### config.mk
export PLATFORM = sky130hd
export DESIGN_NAME = tone_decoder
export DESIGN_NICKNAME = d
export VERILOG_FILES = /design/src/rtl/tone_pkg.sv /design/src/rtl/edge_sync.sv /design/src/rtl/tone_decoder.sv
export SDC_FILE = /design/constraint.sdc
export NUM_CORES = 1
export LEC_CHECK = 0
export BUFFER_PORTS_ARGS = -buffer_cell sky130_fd_sc_hd__buf_2
export CORE_MARGIN = 8
export CORE_UTILIZATION = 30
export CTS_CLUSTER_DIAMETER = 150
export DETAILED_ROUTE_END_ITERATION = 6
export HOLD_SLACK_MARGIN = 0.08
export MAX_ROUTING_LAYER = met4
export SETUP_SLACK_MARGIN = 0.2
export SLEW_MARGIN = 20
export SYNTH_ARGS = -nofsm -noshare
export SYNTH_HDL_FRONTEND = slang
export SYNTH_SLANG_ARGS = --single-unit
### constraint.sdc
create_clock -name clk -period 15.3 [get_ports clk]
set_input_delay 0.765 -clock clk [delete_from_list [all_inputs] [get_ports clk]]
set_output_delay 0.765 -clock clk [all_outputs]
set_load 0.01 [all_outputs]
### src/rtl/tone_pkg.sv
// Shared types and constants for the tone decoder: FSM states, period bin
// boundaries (in 100 kHz clock cycles) and the note-to-7-segment table.
package tone_pkg;

  typedef enum logic [1:0] {
    ST_IDLE    = 2'd0,
    ST_ARMED   = 2'd1,
    ST_ACQUIRE = 2'd2,
    ST_LOCKED  = 2'd3
  } tone_state_e;

  // Accepted period range in cycles.
  localparam int unsigned P_MIN = 180;
  localparam int unsigned P_MAX = 400;

  // Lower period bound of each note bin, longest period (lowest note) first.
  localparam int unsigned BIN_0 = 361;
  localparam int unsigned BIN_1 = 321;
  localparam int unsigned BIN_2 = 294;
  localparam int unsigned BIN_3 = 270;
  localparam int unsigned BIN_4 = 241;
  localparam int unsigned BIN_5 = 214;
  localparam int unsigned BIN_6 = 196;

  localparam logic [3:0] NOTE_NONE = 4'd15;
  localparam logic [7:0] LED_OFF   = 8'h00;
  localparam logic [7:0] LED_DASH  = 8'h40;

  // Segments a..g on bits 0..6, dp on bit 7 (dp marks the upper C).
  localparam logic [7:0] NOTE_SEG [8] = '{
    8'h39, 8'h5E, 8'h79, 8'h71, 8'h3D, 8'h77, 8'h7C, 8'hB9
  };

  function automatic logic in_range(input logic [31:0] p);
    return (p >= P_MIN) && (p <= P_MAX);
  endfunction

  function automatic logic [2:0] note_bin(input logic [31:0] p);
    if (p >= BIN_0) return 3'd0;
    if (p >= BIN_1) return 3'd1;
    if (p >= BIN_2) return 3'd2;
    if (p >= BIN_3) return 3'd3;
    if (p >= BIN_4) return 3'd4;
    if (p >= BIN_5) return 3'd5;
    if (p >= BIN_6) return 3'd6;
    return 3'd7;
  endfunction

endpackage

### src/rtl/edge_sync.sv
// Two-flop synchronizer followed by a registered rising-edge pulse.
// Usable for any slow asynchronous input (tone lines, buttons).
module edge_sync (
  input  logic clk,
  input  logic rst,
  input  logic din,
  output logic pulse
);

  logic s1, s2, s3;

  // Synchronize, delay one more stage, and register the rise detect.
  always_ff @(posedge clk) begin
    if (rst) begin
      s1    <= 1'b0;
      s2    <= 1'b0;
      s3    <= 1'b0;
      pulse <= 1'b0;
    end else begin
      s1    <= din;
      s2    <= s1;
      s3    <= s2;
      pulse <= s2 & ~s3;
    end
  end

endmodule

### src/rtl/tone_decoder.sv
// Measures the period of a square-wave tone, classifies it into one of
// eight notes (C4..C5) once it has been stable for LOCK_COUNT periods, and
// shows the note on a 7-segment bus. Silence drops back to IDLE.
module tone_decoder
  import tone_pkg::*;
#(
  parameter int CNT_W      = 20,
  parameter int LOCK_COUNT = 4,
  parameter int TOL_SHIFT  = 4,
  parameter int SILENCE_MS = 50
) (
  input  logic             clk,
  input  logic             rst,
  input  logic [15:0]      ticks_per_milli,
  input  logic             tone_in,
  output logic [3:0]       note,
  output logic             note_valid,
  output logic             note_strobe,
  output logic [CNT_W-1:0] period,
  output logic [7:0]       led,
  output tone_state_e      dbg_state
);

  localparam int MC_W = $clog2(LOCK_COUNT + 1);
  localparam int MS_W = $clog2(SILENCE_MS + 1);

  logic              tone_edge;
  logic [CNT_W-1:0]  cnt;
  logic [15:0]       tick_cnt, tpm_q, tpm_eff;
  logic [MS_W-1:0]   ms_cnt;
  logic              tick_wrap, silence, measure;
  logic [31:0]       p32, prev32;
  logic              p_in_range, consistent;
  logic [2:0]        p_bin, prev_bin;
  logic [CNT_W-1:0]  diff, tol;
  tone_state_e       state, state_nxt;
  logic [MC_W-1:0]   match_cnt, mc_nxt;
  logic [3:0]        note_d;
  logic [7:0]        led_d;
  logic              valid_d, strobe_d;

  edge_sync u_edge_sync (
    .clk   (clk),
    .rst   (rst),
    .din   (tone_in),
    .pulse (tone_edge)
  );

  assign dbg_state = state;

  // Candidate period is the running counter value at the edge; compare
  // it with the previously measured period.
  always_comb begin
    tpm_eff    = (ticks_per_milli == 16'd0) ? 16'd1 : ticks_per_milli;
    tick_wrap  = (tick_cnt == tpm_q - 16'd1);
    silence    = tick_wrap && (ms_cnt == MS_W'(SILENCE_MS - 1));
    measure    = tone_edge && !silence && (state != ST_IDLE);
    p32        = 32'(cnt);
    prev32     = 32'(period);
    p_in_range = in_range(p32);
    p_bin      = note_bin(p32);
    prev_bin   = note_bin(prev32);
    diff       = (cnt > period) ? (cnt - period) : (period - cnt);
    tol        = period >> TOL_SHIFT;
    consistent = p_in_range && (diff <= tol) && (p_bin == prev_bin);
  end

  // Period counter restarts at 1 on every edge and saturates at all-ones.
  always_ff @(posedge clk) begin
    if (rst) begin
      cnt    <= '0;
      period <= '0;
    end else begin
      if (tone_edge)      cnt <= {{(CNT_W-1){1'b0}}, 1'b1};
      else if (cnt != '1) cnt <= cnt + 1'b1;
      if (measure) period <= cnt;
    end
  end

  // Silence timer; the ms length is re-latched at each ms boundary so a
  // ticks_per_milli change only affects the following millisecond.
  always_ff @(posedge clk) begin
    if (rst) begin
      tick_cnt <= '0;
      ms_cnt   <= '0;
      tpm_q    <= tpm_eff;
    end else if (tone_edge) begin
      tick_cnt <= '0;
      ms_cnt   <= '0;
      tpm_q    <= tpm_eff;
    end else if (tick_wrap) begin
      tick_cnt <= '0;
      tpm_q    <= tpm_eff;
      if (ms_cnt != MS_W'(SILENCE_MS)) ms_cnt <= ms_cnt + 1'b1;
    end else begin
      tick_cnt <= tick_cnt + 16'd1;
    end
  end

  // FSM state register.
  always_ff @(posedge clk) begin
    if (rst) begin
      state     <= ST_IDLE;
      match_cnt <= '0;
    end else begin
      state     <= state_nxt;
      match_cnt <= mc_nxt;
    end
  end

  // Next-state logic; silence overrides an edge in the same cycle.
  always_comb begin
    state_nxt = state;
    mc_nxt    = match_cnt;
    if (silence) begin
      state_nxt = ST_IDLE;
      mc_nxt    = '0;
    end else if (tone_edge) begin
      case (state)
        ST_IDLE: state_nxt = ST_ARMED;
        ST_ARMED: begin
          if (p_in_range) begin
            state_nxt = ST_ACQUIRE;
            mc_nxt    = MC_W'(1);
          end
        end
        ST_ACQUIRE: begin
          if (!p_in_range) begin
            state_nxt = ST_ARMED;
            mc_nxt    = '0;
          end else if (consistent) begin
            mc_nxt = match_cnt + 1'b1;
          end else begin
            mc_nxt = MC_W'(1);
          end
        end
        ST_LOCKED: begin
          if (!consistent) begin
            if (p_in_range) begin
              state_nxt = ST_ACQUIRE;
              mc_nxt    = MC_W'(1);
            end else begin
              state_nxt = ST_ARMED;
              mc_nxt    = '0;
            end
          end
        end
        default: state_nxt = ST_IDLE;
      endcase
      if (state_nxt == ST_ACQUIRE && mc_nxt == MC_W'(LOCK_COUNT))
        state_nxt = ST_LOCKED;
    end
  end

  // Output values for the upcoming state; registered below.
  always_comb begin
    note_d   = NOTE_NONE;
    valid_d  = (state_nxt == ST_LOCKED);
    strobe_d = (state_nxt == ST_LOCKED) && (state != ST_LOCKED);
    if (state_nxt == ST_LOCKED)
      note_d = (state == ST_LOCKED) ? note : {1'b0, p_bin};
    case (state_nxt)
      ST_IDLE:   led_d = LED_OFF;
      ST_LOCKED: led_d = NOTE_SEG[note_d[2:0]];
      default:   led_d = LED_DASH;
    endcase
  end

  // Output register: everything updates together one cycle after the edge.
  always_ff @(posedge clk) begin
    if (rst) begin
      note        <= NOTE_NONE;
      note_valid  <= 1'b0;
      note_strobe <= 1'b0;
      led         <= LED_OFF;
    end else begin
      note        <= note_d;
      note_valid  <= valid_d;
      note_strobe <= strobe_d;
      led         <= led_d;
    end
  end

endmodule

==> metrics.txt <==
post-synth top area share=21.6%; Max Freq=139 MHz; CP max FO=13; worst skew pair latency=0.36 ns; vias in the first global route=6935; commonest cells in the netlist=nor2_1 (107), dfxtp_1 (85), nand2_1 (79); setup TNS=0 ns; post-synth cell types=74; pin count of the biggest net entering global routing=33; CTS buffer count=9; Final nets=1087; Final Setup Violations=0; Vias/cell=5.37; H-Tree Depth=3; top cells by area, synth=dfxtp_1 (22%), ha_1 (12%), edfxtp_1 (6.1%), nor2_1 (5.1%), xnor2_1 (4.8%); ant diodes=0; Core Region=25900 um2; Syn-to-layout area delta=9.67%; status=finished clean; Final period util=47.2%; Fin. Hold Viols=0; sequential fraction of the synthesis area=27.7%; post-CTS setup buffer count=0; clk sinks=101; EDFF count, synth=16; WL per Instance=16.8 um; final number of max-transition violations=0; Initial Utilization=30.4%; worst path buffer plus inverter count=3; Req. time, crit path=15.51 ns; Slew HR=41.4%; Buffers on Ports=54; Total GRT Usage=14.5%; count leader, synth=nor2_1; Hold WC Path Type=flop to flop; RSZ-0062 raised after global routing=false; I/O pin count=55; cell count after synthesis=982; Post-synth top flop=dfxtp_1; row cnt=59; Die W=178 um; post-route non-filler standard cell count=1332; clk slew on worst S/H paths=0.08 ns; post-route ant nets=0; Die H=178 um; GRT overflow=0; async set-reset flop share out of synthesis=0%; Pre-antenna DRT Iters=5; DP Wirelength=17700 um; DIE AREA=31700 um2; Yosys top cell by area=dfxtp_1; Worst Skew=0.0107 ns; Longest Clk Path Bufs=2; initial antenna violation count=0; CTS tree=yes; Critical Path End Type=flop; Slew @ Worst Pin=0.871 ns; WP data arrival=7.43 ns; CP max stage delay=0.49 ns; global-route wire length before repair=36000 um; max-cap violations=0; Yosys reg bits=101; share of cells above drive strength 1=9.33%; crit path time final=7.21 ns; peak supply drop=65.2 uV; Leak=0.00337 uW; via count=7153; Mapped Area=7870 um2; DRT iter0 DRCs=575; Post-CTS Resized=0; syn_area_per_cell=8.01 um2; critical setup path kind=flop to flop; final WL=22300 um; cts hold-fix bufs=0; Worst path top cell family by delay=compound AO/OA/AOI/OAI gates; # DRC=0; Slowest-stage cell, CP=o22a_1; crit start category=flop; Ys Warns=0; DP Cell Count=1316; PD cells=72.9 nW/um2; syn_nets=1077; Clock Tree Root=clkbuf_16; GP Congestion=0.938
[final timing paths]
check | startpoint | endpoint | slack [ns] | cells past startpoint
hold reg to reg | u_edge_sync.s3 | u_edge_sync.pulse | 0.38 | 1
setup reg to reg | cnt[0] | led[6] | 8.09 | 29
setup / recovery | cnt[0] | led[6] | 8.09 | 29
hold / removal | u_edge_sync.s3 | u_edge_sync.pulse | 0.38 | 1
[routing by layer]
| metal | global-route usage (%) | vias up | part of all wire [%] |
|---|---|---|---|
| met5 | - | - | 0 |
| met4 | 4.27 | 0 | 2.3 |
| met3 | 2.85 | 38 | 6.0 |
| met2 | 23.4 | 223 | 47 |
| met1 | 17.9 | 3352 | 45 |
| li1 | - | 3540 | - |
[flip-flops by register name (all words and copies together) (netlist names)]
name,cells
u_edge_sync.s3,1
led,8
period,20
tpm_q,16
u_edge_sync.s2,1
note_valid,1
cnt,20
tick_cnt,16
note,4
match_cnt,3
u_edge_sync.pulse,1
dbg_state,2
note_strobe,1
u_edge_sync.s1,1
ms_cnt,6
[cells by family (layout without fill, tap and decap cells)]
logic type | Yosys count | in the layout | synth area share (%)
simple gates | 344 | 344 | 21.7
compound gates | 240 | 240 | 20.4
buf+inv | 120 | 135 | 6.08
flops | 101 | 101 | 27.7
fa+ha+maj | 76 | 76 | 12.3
xor+xnor | 69 | 69 | 7.68
mux | 32 | 32 | 4.12
[layout make-up]
cell class / count / area, um2
Clock buffer: 10 / 229
Clock inverter: 6 / 58.8
Fill cell: 2712 / 17300
Inverter: 62 / 233
Multi-Input combinational cell: 761 / 5210
Sequential cell: 101 / 2180
Tap cell: 335 / 419
Timing Repair Buffer: 57 / 293
[placed cells by master, fill, tap and decap left out, types with 20 or more instances in the layout]
cell type	netlist	routed
mux2i_1	29	29
nand2_1	79	79
xnor2_1	43	43
ha_1	74	74
nand4_1	23	23
xor2_1	26	26
a21oi_1	64	64
buf_2	10	54
nor3_1	20	20
inv_1	62	62
o21ai_0	38	38
nor2_1	107	107
dfxtp_1	85	85
nand3_1	25	25
[through the flow]
stage          util (%)  total power (uW)  setup WS [ns]  hold slack [ns]  instance area, um2
6_report           33.3               629           8.09            0.379                8630
5_1_grt            33.3               659           7.48            0.403                8630
4_1_cts            33.3               634           8.11            0.378                8630
3_5_place_dp       32.2               408           8.19            0.371                8340
3_3_place_gp       32.2               408           8.45            0.373                8340
2_1_floorplan         -               377           9.15            0.367                7870
[power breakdown]
part	leakage [uW]	switching [uW]	total [uW]	internal [uW]
logic	0.00238	70.8	122	51.3
registers	0.000844	6.74	281	275
clock network	0.000142	112	226	114
total	0.00337	189	629	440
[worst register-to-register path, delay by kind of cell (launching register included)]
kind	cells	cell delay, ns
compound gates	15	3.82
xor+xnor	1	0.17
fa+ha+maj	5	1.51
buf+inv	3	0.34
flops	1	0.39
mux	2	0.42
simple gates	3	0.43
(Power assumes the default switching activity.)
